### config.mk
export PLATFORM = sky130hd
export DESIGN_NAME = fpcvt_serial
export DESIGN_NICKNAME = d
export VERILOG_FILES = /design/src/rtl/fpcvt_serial.sv
export SDC_FILE = /design/constraint.sdc
export NUM_CORES = 1
export LEC_CHECK = 0
export ABC_CLOCK_PERIOD_IN_PS = 5510
export BUFFER_PORTS_ARGS = -buffer_cell sky130_fd_sc_hd__buf_4
export CAP_MARGIN = 20
export CORE_MARGIN = 2
export CORE_UTILIZATION = 40
export CTS_BUF_LIST = sky130_fd_sc_hd__clkbuf_4 sky130_fd_sc_hd__clkbuf_8
export DETAILED_ROUTE_END_ITERATION = 10
export PLACE_DENSITY = 0.65
export SKIP_LAST_GASP = 1
export SYNTH_ARGS = -nofsm -noshare
export SYNTH_HDL_FRONTEND = slang
export SYNTH_SLANG_ARGS = --single-unit
### constraint.sdc
create_clock -name clk -period 5.51 [get_ports clk]
set_input_delay 0.551 -clock clk [delete_from_list [all_inputs] [get_ports clk]]
set_output_delay 0.551 -clock clk [all_outputs]
set_load 0.05 [all_outputs]
### src/rtl/fpcvt_serial.sv
// fpcvt_serial: serial two's-complement integer to sign/exponent/mantissa float converter
// Define FPCVT_SAT_FLAG_EN to add the out_sat saturation flag port.
module fpcvt_serial #(
    parameter int IN_W  = 12,
    parameter int EXP_W = 3,
    parameter int MAN_W = 4
) (
    input  logic             clk,
    input  logic             rst_n,
    input  logic             in_valid,
    output logic             in_ready,
    input  logic [IN_W-1:0]  in_data,
    output logic             out_valid,
    input  logic             out_ready,
    output logic             out_sign,
    output logic [EXP_W-1:0] out_exp,
    output logic [MAN_W-1:0] out_man
`ifdef FPCVT_SAT_FLAG_EN
    ,
    output logic             out_sat
`endif
);
    localparam int SH_MAX = IN_W - MAN_W;
    localparam int CNT_W  = $clog2(SH_MAX + 1);
    localparam int E1     = EXP_W + 1;
    localparam logic [1:0] IDLE = 2'd0, NORM = 2'd1, ROUND = 2'd2, DONE = 2'd3;

    logic [1:0]       state;
    logic [IN_W-1:0]  mag;
    logic [CNT_W-1:0] cnt;
    logic             sign;
    logic [E1-1:0]    e_raw, e_fin;
    logic [MAN_W:0]   f_inc;
    logic [MAN_W-1:0] f_fin;
    logic             r, sat, cnt_max;

    assign in_ready  = state == IDLE;
    assign out_valid = state == DONE;
    assign cnt_max   = cnt == CNT_W'(SH_MAX);

    // Round half-up on the first dropped bit; a mantissa carry bumps the exponent.
    always_comb begin
        e_raw = E1'(SH_MAX) - E1'(cnt);
        r     = !cnt_max && mag[IN_W-1-MAN_W];
        f_inc = {1'b0, mag[IN_W-1 -: MAN_W]} + (MAN_W+1)'(r);
        e_fin = f_inc[MAN_W] ? e_raw + E1'(1) : e_raw;
        f_fin = f_inc[MAN_W] ? f_inc[MAN_W:1] : f_inc[MAN_W-1:0];
        sat   = e_fin > E1'((1 << EXP_W) - 1);
    end

    always_ff @(posedge clk) begin
        if (!rst_n) begin
            state    <= IDLE;
            sign     <= 1'b0;
            mag      <= '0;
            cnt      <= '0;
            out_sign <= 1'b0;
            out_exp  <= '0;
            out_man  <= '0;
`ifdef FPCVT_SAT_FLAG_EN
            out_sat  <= 1'b0;
`endif
        end else begin
            case (state)
                IDLE: if (in_valid) begin
                    state <= NORM;
                    sign  <= in_data[IN_W-1];
                    mag   <= in_data[IN_W-1] ? -in_data : in_data;
                    cnt   <= '0;
                end
                NORM: if (mag[IN_W-1] || cnt_max) begin
                    state <= ROUND;
                end else begin
                    mag <= mag << 1;
                    cnt <= cnt + CNT_W'(1);
                end
                ROUND: begin
                    state    <= DONE;
                    out_sign <= sign;
                    out_exp  <= sat ? '1 : e_fin[EXP_W-1:0];
                    out_man  <= sat ? '1 : f_fin;
`ifdef FPCVT_SAT_FLAG_EN
                    out_sat  <= sat;
`endif
                end
                DONE: if (out_ready) state <= IDLE;
            endcase
        end
    end
endmodule
=== After elaboration in Yosys (flattened, before gate mapping) ===
Cells that the tools add are included.

* Bits in registers: 27
* Input bits: 16
* Output and inout port bits: 10
* Word-level logic and storage cells: 44

* Add/subtract/negate cells: 5
* Order comparisons: 1
* Eq/ne operators: 8
* Multiplexer cells: 15
* Reduce and logical (&&, ||, !) cells: 8

{| class="wikitable"
|+ Operator list
! cell !! count
|-
| $mux W12 || 3
|-
| $pmux W12 S2 || 1
|-
| $mux W4 || 5
|-
| $neg A12 Y12 || 1
|-
| $add A4 B1 Y4 const B || 2
|-
| $pmux W2 S4 || 1
|-
| $pmux W4 S2 || 1
|-
| $mux W2 || 3
|-
| $ne A2 B2 Y1 const B || 3
|-
| $reduce_and A3 Y1 || 2
|-
| $add A4 B1 Y5 || 1
|-
| $eq A2 B2 Y1 const B || 2
|-
| $eq A4 B4 Y1 const B || 1
|-
| $gt A4 B3 Y1 const B || 1
|-
| $sub A4 B4 Y4 const A || 1
|-
| $mux W3 || 1
|-
| $eq A2 B1 Y1 const B || 1
|-
| $logic_not A2 Y1 || 1
|-
| $ne A2 B1 Y1 const B || 1
|-
| $reduce_and A2 Y1 || 1
|-
| $reduce_bool A2 Y1 || 1
|-
| $logic_and A1 B1 Y1 || 1
|-
| $logic_not A1 Y1 || 1
|-
| $logic_or A1 B1 Y1 || 1
|}

=== Longest topological paths before layout ===
Gate-level depths: netlist (run 1).

* Depth in word-level cells: 7
* Mapped depth: 14
* Depth with buffers taken out: 11

=== Worst setup path before layout (run 1) ===
OpenSTA, ideal clock, no wires.

* Path kind: reg-to-reg
* Start: reg cnt[0]
* End: reg out_man[0]
* Arrival time: 2.435 ns
* Data required time: 5.379 ns
* Slack: 2.944 ns
* Cell stages (with the launch flop): 15
* Path buffers: 3
* Clock period less this slack: 2.566 ns
* Cell sequence: dfxtp_1 clkbuf_1 inv_1 ha_1 nand3b_1 and2_1 ha_1 ha_1 and3_1 clkbuf_1 nand4_1 xnor2_1 and2_1 clkbuf_1 a31oi_1

* Word-level cells in the longest chain between the ends: 7

{| class="wikitable"
|+ RTL lines
! element !! RTL line !! source
|-
| start: declaration || 30 || <nowiki>logic [CNT_W-1:0] cnt;</nowiki>
|-
| start signal: assignment || 75 || <nowiki>cnt <= cnt + CNT_W'(1);</nowiki>
|-
| branches (longest 6 deep; another with $sub A4 B4 Y4) || n/a ||
|-
| $mux W4 * || 81 || <nowiki>out_man <= sat ? '1 : f_fin;</nowiki>
|-
| end signal: assignment || 81 ||
|-
| end: declaration || 17 || <nowiki>output logic [MAN_W-1:0] out_man</nowiki>
|}

Every way passes the cells marked *.
A chain may end at the register's enable or synchronous reset.

=== Worst setup path in the final report (run 1) ===
* Start: reg state[1]
* End: reg mag[6]

* Word-level cells in the longest chain between the ends: 3

{| class="wikitable"
|+ RTL lines
! element !! RTL line !! source
|-
| start: declaration || 28 || <nowiki>logic [1:0] state;</nowiki>
|-
| start signal: assignment || 53 || <nowiki>state <= IDLE;</nowiki>
|-
| start signal: assignment || 66 || <nowiki>state <= NORM;</nowiki>
|-
| start signal: assignment || 72 || <nowiki>state <= ROUND;</nowiki>
|-
| $eq A2 B1 Y1 or $logic_not A2 Y1 (tied branches) || 64 || <nowiki>case (state)</nowiki>
|-
| $ne A2 B2 Y1 (no source line) or $reduce_bool A2 Y1 (tied branches) || n/a ||
|-
| $reduce_and A3 Y1 (no source line) || n/a ||
|-
| end signal: assignment || 68 || <nowiki>mag <= in_data[IN_W-1] ? -in_data : in_data;</nowiki>
|-
| end signal: assignment || 74 || <nowiki>mag <= mag << 1;</nowiki>
|-
| end: declaration || 29 || <nowiki>logic [IN_W-1:0] mag;</nowiki>
|}

Several ways; a longest one is shown, not always the timed one.

==> results of run 1 <==
==> state kept, by name (all words and copies together), names as in the netlist <==
register / cells
out_exp: 3
cnt: 4
state: 2
out_man: 4
mag: 12
sign: 1
out_sign: 1
==> layout make-up <==
type                    instances  area, um^2  area share [%]
well taps                      50        62.6            3.36
repair buffers                 25         188            10.1
flip-flops and latches         27         541            29.0
clock buffers                   4        48.8            2.62
inverters                       9        33.8            1.81
multi-input cells             156         991            53.2
==> cell usage after synthesis <==
master    count  share of area, %
nor2b_1       2              0.78
o21ai_1       3              0.93
or4_4         1              0.70
or4b_1        1              0.62
xnor2_1      10               5.4
nor2_1        7               1.6
ha_1         10               7.8
o31ai_1       3               1.4
o221ai_1      2               1.1
buf_2         3              0.93
o21ai_0      14               4.3
o211ai_1      3               1.4
dfxtp_1      27                33
a21oi_1      22               6.8
xor2_1        5               2.7
a211oi_1      1              0.47
nand2b_1      6               2.3
nor4b_2       1              0.93
a311oi_1      1              0.54
nor3_1        3              0.93
and3_1        1              0.39
clkbuf_1      9               2.1
nand3_1      12               3.7
nand3b_1      2              0.93
and2_1        3               1.2
a31oi_1       1              0.39
o22ai_1       1              0.39
nand2_1      26               6.0
or2_2         1              0.39
nand4_1       1              0.39
mux2i_1       5               3.1
or3_1         3               1.2
inv_1         9               2.1
or4_1         1              0.47
a21oi_2       1              0.54
o41ai_1       2               1.1
a21o_1        1              0.47
==> routing by layer <==
metal / GRT usage (%) / share of wire (%) / up-vias
met1: 20.9 / 49 / 596
li1: - / - / 746
met4: 4.59 / 0.95 / 0
met3: 2.00 / 4.2 / 6
met2: 27.3 / 45 / 37
met5: 0 / 0 / -
==> logic make-up (layout without fill, tap and decap cells) <==
family          after synthesis  count (layout)  synth area share [%]
simple gates                 71              71                  22.6
compound gates               55              55                  19.8
flops                        27              27                  33.5
buf+inv                      21              38                  5.12
xor+xnor                     15              15                  8.14
fa+ha+maj                    10              10                  7.75
mux                           5               5                  3.10
==> final timing paths <==
path | slack [ns] | end
hold / removal | 0.46 | mag[1]
setup / recovery | 2.74 | mag[6]
hold reg to reg | 0.46 | mag[1]
setup reg to reg | 2.74 | mag[6]
==> through the flow <==
stage / area, um^2 / util [%] / std cells / hold WS, ns / setup WS [ns]
2_1_floorplan: 1610 / - / 204 / 0.431 / 2.94
3_3_place_gp: 1820 / 46.0 / 267 / 0.443 / 2.87
3_5_place_dp: 1820 / 46.0 / 267 / 0.447 / 2.77
4_1_cts: 1860 / 47.3 / 271 / 0.459 / 2.74
5_1_grt: 1860 / 47.3 / 271 / 0.484 / 2.50
6_report: 1860 / 47.3 / 271 / 0.458 / 2.74
==> critical path, stage by stage (launching register included) <==
cell and delay (ns):
dfxtp_1 0.34, inv_1 0.09, ha_1 0.72, nand3b_1 0.38, a21oi_1 0.82, o211ai_1 0.19
a21oi_1 0.16
==> power by group through the flow <==
stage          logic (mW)  registers, mW  clock network (mW)
2_1_floorplan       0.323          0.373                   0
3_3_place_gp        0.483          0.322                   0
3_5_place_dp        0.484          0.324                   0
4_1_cts             0.487          0.319               0.120
5_1_grt             0.540          0.331               0.129
6_report            0.484          0.319               0.118
==> impl_results.md, run 1 <==
- Htree depth: 1
- DRC: 0
- Die Y: 67.5 um
- CTS tree: yes
- Max VDD drop: between 0.1 and 0.15 mV
- Vias: 1385
- Port buffer count: 25
- Setup crit end kind: register
- Layout cells sized above 1: ~15%
- Sequential share of power: approximately a third
- Most common cell after layout, fill and taps aside: dfxtp_1
- Part of the Yosys area used for sequential elements: between 30 and 40%
- Worst hold path startpoint: mag[1]
- Cts bufs inserted: 3
- Longest Clk Path Bufs: 2
- Fillers: around 380
- Period utilization: between 50 and 60%
- Commonest cells after routing, fill and taps aside: 27 x dfxtp_1, 26 x nand2_1, 25 x buf_4
- Worst Max-Slew Pin Slew: about 0.93 ns
- Critical path class: register to register
- Vias per Instance: about 5.1
- Post-route minimum period: 2.77 ns
- P_leak: approximately 0.72 nW
- Combinational share of power: between 50% and 60%
- Total Wirelength: 3280 um
- Worst r2r src: state[1]
- Antenna Cells: 0
- PwrDens: around 490 nW/um^2
- Die footprint: about 4600 um^2
- TritonCTS Sinks: 27
- ANT nets after route: 0
- Final Power: between 0.9 and 1 mW
- First-pass GRT wire length: 5550 um
- Switch share: a little under half
- Drt first pass iters: 4
- # rows: 23
- Initial antenna violation count: 0
- MaxCap Viol Count: 0
- Starting Density: about two fifths
- Synth unique cells: 37
- CP Launch Point: state[1]
- Placeable Area: 3940 um^2
- Mapped Avg Cell Area: between 7 and 8 um^2
- Max Slew Vio Count: 0
- Arrival time at the worst endpoint: 2.98 ns
- DRT iter0 DRCs: a little over 50
- Fmax achieved: 361 MHz
- Worst path required time: 5.71 ns
- Total Nets Final: 248
- Tot GR Track Use: 16.0%
- Critical path peak fanout: 25
- Clock Skew: ~0.0023 ns
- Psw: 0.431 mW
- Final setup vio count: 0
- Vias in the first global route: about 1200
- Register bit total from synthesis: 27
- Final Hold Viols: 0
- Setup Buffers After CTS: 0
- Status: complete, no violations
- Hold_buf cts: 0
- Hold WC Path Type: register to register
- Largest net degree at the start of global routing: 26
- Post-Syn Area: 1610 um^2
- Gpl congestion: roughly 0.7
- Pint: 0.490 mW
- Ys Warns: 0
- Total grt overflow: 0
- I/O pin count: 26
- Critical path launch point type: register
- Hold Path Cell Cnt: 2
- Horiz. Die Dim: 67.5 um
- Clock root buffer: clkbuf_8
- WL per Instance: ~12 um
- Clk slew on worst S/H paths: ~0.09 ns
- Setup TNS: 0 ns
- Clk network pwr share: around an eighth
- RSZ-0062 raised after global routing: no
- Slew HR: 38.0%
- R2R depth: 6
- Syn nets: 230
- DP HPWL: about 2400 um
- Skew-Pair Late Insertion Delay: roughly 0.27 ns
- Gate Count Post-Synth: about 200
- Area grow syn2layout: 15.5%
- Resized Gates After CTS: 0
(Power assumes the default switching activity.)
==> run 2, diff against run 1 <==
--- a/config.mk
+++ b/config.mk
@@ -5,14 +5,14 @@
 export SDC_FILE = /design/constraint.sdc
 export NUM_CORES = 1
 export LEC_CHECK = 0
-export ABC_CLOCK_PERIOD_IN_PS = 5510
+export ABC_CLOCK_PERIOD_IN_PS = 2360
 export BUFFER_PORTS_ARGS = -buffer_cell sky130_fd_sc_hd__buf_4
 export CAP_MARGIN = 20
 export CORE_MARGIN = 2
 export CORE_UTILIZATION = 40
 export CTS_BUF_LIST = sky130_fd_sc_hd__clkbuf_4 sky130_fd_sc_hd__clkbuf_8
 export DETAILED_ROUTE_END_ITERATION = 10
-export PLACE_DENSITY = 0.65
+export PLACE_DENSITY = 0.67
 export SKIP_LAST_GASP = 1
 export SYNTH_ARGS = -nofsm -noshare
 export SYNTH_HDL_FRONTEND = slang
==> constraint.sdc (replaced) <==
create_clock -name clk -period 2.36 [get_ports clk]
set_input_delay 0.236 -clock clk [delete_from_list [all_inputs] [get_ports clk]]
set_output_delay 0.236 -clock clk [all_outputs]
set_load 0.05 [all_outputs]
==> impl_results.md, run 2 (synthesized netlist as in run 1, its figures left out) <==
- Max Slew Vio Count: 0 (unchanged)
- Longest Clk Path Bufs: 2 (unchanged)
- RSZ-0062 raised after global routing: no
- CP bufs+invs: 1 (unchanged)
- Skew-Pair Late Insertion Delay: 0.27 ns (about the same)
- Vias: 1431 (+3.3%)
- PnR worst setup slack: 0.255 ns (-2.48 ns)
- Reg with most FFs: mag
- P_leak: 0.751 nW (+4.1%)
- Antenna Cells: 0 (unchanged)
- Cts bufs inserted: 3 (unchanged)
- Vias in the first global route: 1294 (+4.4%)
- Period utilization: 89.2% (+39 points)
- Final Hold Viols: 0 (unchanged)
- Critical path launch point type: register
- Gpl congestion: 0.771 (+7.5%)
- # rows: 23 (unchanged)
- Total Nets Final: 254 (+2.4%)
- Max FFs per register: 12 (unchanged)
- Largest regs: mag (12), cnt (4), out_man (4)
- Htree depth: 1 (unchanged)
- Worst hold path startpoint: in_valid
- Clk slew on worst S/H paths: 0.10 ns (about the same)
- Commonest cells after routing, fill and taps aside: 31 x buf_4, 26 x nand2_1, 26 x dfxtp_1
- Switch share: 45.7% (-1.1 points)
- Fmax achieved: 475 MHz (+32%)
- Setup crit end kind: register
- Clk network pwr share: 12.3% (-0.5 points)
- Die footprint: 4560 um^2 (unchanged)
- Largest net degree at the start of global routing: 21 (-19%)
- Die Y: 67.5 um (unchanged)
- Critical path peak fanout: 7 (-72%)
- Tot GR Track Use: 16.3% (+0.34 points)
- Worst path required time: 2.57 ns (-3.14 ns)
- Slowest cell on crit path: dfxtp_2
- MaxCap Viol Count: 0 (unchanged)
- Port buffer count: 25 (unchanged)
- DP HPWL: 2570 um (+7.6%)
- Fillers: 374 (-2.1%)
- Most frequent CP cell: ha_1
- Met3 usage: 3.00% (+1.0 points)
- Post-DP Area: 1860 um^2 (+2.5%)
- Placeable Area: 3940 um^2 (unchanged)
- Area grow syn2layout: 18.8%
- GR peak layer: met2
- WL per Instance: 12.1 um (+0.16%)
- Critical path class: register to register
- Setup TNS: 0 ns (unchanged)
- Worst r2r src: cnt[1]
- I/O pin count: 26 (unchanged)
- Pint: 1.22 mW (+150%)
- DRC: 0 (unchanged)
- Total grt overflow: 0 (unchanged)
- Tightest hold margin: 0.260 ns (-0.198 ns)
- Final Power: 2.24 mW (+140%)
- Post-route minimum period: 2.11 ns (-0.666 ns)
- PwrDens: 1170 nW/um^2 (+140%)
- Sequential share of power: 32.8% (-1.9 points)
- Clock Skew: 0.00743 ns (+0.00518 ns)
- Worst Max-Slew Pin Slew: 0.525 ns (-0.405 ns)
- Critical path's largest stage delay: 0.37 ns (-0.45 ns)
- Worst slack at placement: 0.0853 ns (-2.68 ns)
- DRT iter0 DRCs: 44 (-14%)
- Most common cell after layout, fill and taps aside: buf_4
- CTS tree: yes
- Max VDD drop: 0.393 mV (+180%)
- Initial antenna violation count: 0 (unchanged)
- Combinational share of power: 54.9% (+2.4 points)
- Clock root buffer: clkbuf_8
- Total Wirelength: 3360 um (+2.4%)
- Final setup vio count: 0 (unchanged)
- Critical-path cell list: inv_1, ha_1, nand3b_1, and2_1, ha_1, ha_1, and3_4, nand4_1, xnor2_1, and2_2, a21oi_1
- Met2 Usage GRT: 28.3% (+0.98 points)
- Crit-path leading delay family: simple AND/OR/NAND/NOR gates
- Horiz. Die Dim: 67.5 um (unchanged)
- R2R depth: 11 (+5)
- Starting Density: 40.9% (unchanged)
- Grt met1 use: 20.2% (-0.65 points)
- Arrival time at the worst endpoint: 2.32 ns (-0.66 ns)
- Psw: 1.02 mW (+140%)
- Layout cells sized above 1: 18.5% (+3.6 points)
- RR Endpoint: out_man[3]
- TritonCTS Sinks: 27 (unchanged)
- First-pass GRT wire length: 5750 um (+3.6%)
- Setup Buffers After CTS: 0 (unchanged)
- Drt first pass iters: 4 (unchanged)
- Design area: 1920 um^2 (+2.8%)
- Worst Hold End: sign
- R2r setup slk: 0.25 ns (-2.48 ns)
- Hold WC Path Type: input port to register
- ANT nets after route: 0 (unchanged)
- Slew HR: 65.0% (+27 points)
- Status: complete, no violations
- Hold Path Cell Cnt: 3 (+1)
- Vias per Instance: 5.17 (+1.1%)
[run 2: cell count changes in the layout (fill, tap and decap cells not counted), sizes merged]
cell | previous run | this run
buf | 25 | 31
[run 2: power groups by stage]
stage / combinational [mW] / sequential [mW] / clock, mW
6_report: 1.23 / 0.733 / 0.276
5_1_grt: 1.36 / 0.758 / 0.306
4_1_cts: 1.23 / 0.732 / 0.287
3_5_place_dp: 1.23 / 0.743 / 0
3_3_place_gp: 1.23 / 0.737 / 0
2_1_floorplan: 0.756 / 0.870 / 0
[run 2: how the worst max path moves through the flow]
stage	startpoint	end	slack, ns	cells past startpoint
floorplan	cnt[0]	out_man[3]	0.01	14
global placement	cnt[1]	out_man[0]	0.16	11
detailed placement	cnt[1]	out_man[0]	0.09	11
CTS	cnt[1]	out_man[0]	0.08	11
global route	cnt[1]	out_man[1]	0.01	11
finish	cnt[1]	out_man[3]	0.25	11
[run 2: per-stage QoR]
step                instances  util (%)
floorplan                 204         -
global placement          273      47.2
detailed placement        273      47.2
CTS                       277      48.4
global route              277      48.6
finish                    277      48.6
[run 2: timing repair]
| item | 4_1_cts | 5_1_grt |
|---|---|---|
| resized for setup | 0 | 4 |
| endpoints found under the setup margin | 0 | 7 |
| hold buffers | 0 | 0 |
[run 2: layout make-up]
cell class              instances  area, um^2  area share [%]
clock buffers                   4        48.8            2.55
inverters                       9        33.8            1.76
multi-input cells             156         997            52.0
flip-flops and latches         27         542            28.3
well taps                      50        62.6            3.26
repair buffers                 31         233            12.1
[run 2: worst min-delay path, cell delays in order]
cell	delay, ns
buf_4	0.12
nand3_1	0.07
a21oi_1	0.06
[run 2: layer usage]
| layer | up-vias | part of all wire, % |
|---|---|---|
| met5 | - | 0 |
| met4 | 0 | 0.60 |
| met3 | 2 | 4.9 |
| met2 | 33 | 48 |
| met1 | 639 | 46 |
| li1 | 757 | - |
==> run 3, diff against run 2 <==
==> constraint.sdc (replaced) <==
create_clock -name clk -period 2.36 [get_ports clk]
set_input_delay 0.472 -clock clk [delete_from_list [all_inputs] [get_ports clk]]
set_output_delay 0.472 -clock clk [all_outputs]
set_load 0.05 [all_outputs]
==> impl_results.md, run 3 (synthesized netlist as in run 1, its figures left out) <==
- DRT iter0 DRCs: 39 (-11%)
- Vias: 1463 (+2.2%)
- Total Nets Final: 256 (+0.79%)
- Post-route minimum period: 2.14 ns (+0.0331 ns)
- Max FFs per register: 12 (unchanged)
- Htree depth: 1 (unchanged)
- R2R depth: 11 (unchanged)
- Area of the multi-input gates: 997 um^2 (unchanged)
- TritonCTS Sinks: 27 (unchanged)
- DP HPWL: 2630 um (+2.4%)
- Gpl congestion: 0.765 (-0.80%)
- Vias in the first global route: 1311 (+1.3%)
- Hold_buf cts: 0 (unchanged)
- Port buffer count: 25 (unchanged)
- Final setup vio count: 0 (unchanged)
- I/O pin count: 26 (unchanged)
- Vias per Instance: 5.24 (+1.5%)
- Critical path class: register to register
- Worst hold path startpoint: mag[5]
- Skew-Pair Late Insertion Delay: 0.27 ns (about the same)
- Design area: 1930 um^2 (+0.78%)
- Grt met1 use: 20.4% (+0.14 points)
- P_leak: 0.761 nW (+1.2%)
- Hold WC Path Type: register to register
- Setup crit end kind: register
- PwrDens: 1180 nW/um^2 (+1.0%)
- Cts bufs inserted: 3 (unchanged)
- Antenna Cells: 0 (unchanged)
- Slew HR: 63.6% (-1.4 points)
- Tot GR Track Use: 17.0% (+0.67 points)
- ANT nets after route: 0 (unchanged)
- Status: complete, no violations
- Total grt overflow: 0 (unchanged)
- Clock Skew: 0.00616 ns (-0.00127 ns)
- WL per Instance: 12.8 um (+5.3%)
- MaxCap Viol Count: 0 (unchanged)
- Met3 usage: 3.00% (unchanged)
- DRC: 0 (unchanged)
- Fillers: 389 (+4.0%)
- Arrival time at the worst endpoint: 2.35 ns (+0.03 ns)
- Final Hold Viols: 0 (unchanged)
- Starting Density: 40.9% (unchanged)
- CTS tree: yes
- Die footprint: 4560 um^2 (unchanged)
- Die Y: 67.5 um (unchanged)
- Commonest cells after routing, fill and taps aside: 33 x buf_4, 26 x nand2_1, 26 x dfxtp_1
- Period utilization: 90.6% (+1.4 points)
- RR Endpoint: out_man[3]
- Layout cells sized above 1: 19.2% (+0.71 points)
- Setup Buffers After CTS: 0 (unchanged)
- Max Slew Vio Count: 0 (unchanged)
- Worst Hold End: mag[5]
- Clock root buffer: clkbuf_8
- Setup TNS: 0 ns (unchanged)
- # rows: 23 (unchanged)
- Largest regs: mag (12), cnt (4), out_man (4)
- Reg area: 542 um^2 (unchanged)
- Initial antenna violation count: 0 (unchanged)
- First-pass GRT wire length: 5960 um (+3.7%)
- Worst r2r src: cnt[1]
- Worst Max-Slew Pin Slew: 0.546 ns (+0.0210 ns)
- Clk slew on worst S/H paths: 0.10 ns (about the same)
- Fmax achieved: 468 MHz (-1.5%)
- Reg with most FFs: mag
- Drt first pass iters: 4 (unchanged)
- Total Wirelength: 3560 um (+6.1%)
- Critical path launch point type: register
- Hold Path Cell Cnt: 2 (-1)
- GR peak layer: met2
- Worst path required time: 2.58 ns (about the same)
- Max VDD drop: 0.326 mV (-17%)
- Placeable Area: 3940 um^2 (unchanged)
- R2r setup slk: 0.22 ns (-0.03 ns)
- Post-DP Area: 1880 um^2 (+0.81%)
- Most common cell after layout, fill and taps aside: buf_4
- Horiz. Die Dim: 67.5 um (unchanged)
- Longest Clk Path Bufs: 2 (unchanged)
- Critical path peak fanout: 7 (unchanged)
- Met2 Usage GRT: 31.5% (+3.2 points)
- Largest net degree at the start of global routing: 21 (unchanged)
- Area grow syn2layout: 19.7%
-- run 3: cell types whose count changed in the layout (fill, tap and decap cells not counted) --
cell   previous run  this run
buf_4            31        33
-- run 3: worst max-delay path by stage --
stage,start,end,slack (ns),cells past startpoint
floorplan,cnt[0],out_man[3],0.01,14
global placement,cnt[1],out_man[0],0.16,11
detailed placement,cnt[1],out_man[0],0.06,11
CTS,cnt[1],out_man[0],0.03,11
global route,cnt[1],out_exp[2],-0.006,11
finish,cnt[1],out_man[3],0.22,11
-- run 3: power breakdown --
group | internal (mW) | total, mW | switching, mW
clock | 0.133 | 0.280 | 0.148
sequential | 0.619 | 0.733 | 0.114
combinational | 0.478 | 1.26 | 0.786
total | 1.23 | 2.28 | 1.05
-- run 3: critical path, cell delays in order, from the launching register on --
cell and delay, ns:
dfxtp_2 0.37, inv_1 0.07, ha_1 0.21, nand3b_1 0.12, and2_1 0.14, ha_1 0.17, ha_1 0.17, and3_4 0.22
nand4_1 0.11, xnor2_1 0.13, and2_2 0.24, a21oi_1 0.14
-- run 3: final cells by class --
type                       count  share of cell area (%)
clock buffer                   4                    2.53
timing repair buffer          33                    12.8
multi-input combinational    156                    51.6
inverter                       9                    1.75
sequential                    27                    28.0
tap                           50                    3.24
-- run 3: metrics by stage --
| step | utilization (%) | cells | power [mW] | setup slack (ns) | hold slack, ns |
|---|---|---|---|---|---|
| final | 49.0 | 279 | 2.28 | 0.222 | 0.456 |
| after floorplan | - | 204 | 1.63 | 0.0115 | 0.431 |
| after detailed placement | 47.6 | 275 | 2.00 | 0.0563 | 0.444 |
| after global placement | 47.6 | 275 | 1.99 | 0.160 | 0.438 |
| after CTS | 48.8 | 279 | 2.29 | 0.0264 | 0.458 |
| after global routing | 49.0 | 279 | 2.45 | -0.00599 | 0.473 |
-- run 3: repair_timing --
action	in CTS	in global routing
endpoints found under the hold margin	0	0
resized for setup	0	4
setup endpoints to repair	0	7
-- run 3: routing by layer --
metal	up-vias	part of all wire [%]
met2	28	51
met1	673	45
met3	2	3.6
met5	-	0
li1	760	-
met4	0	0.56
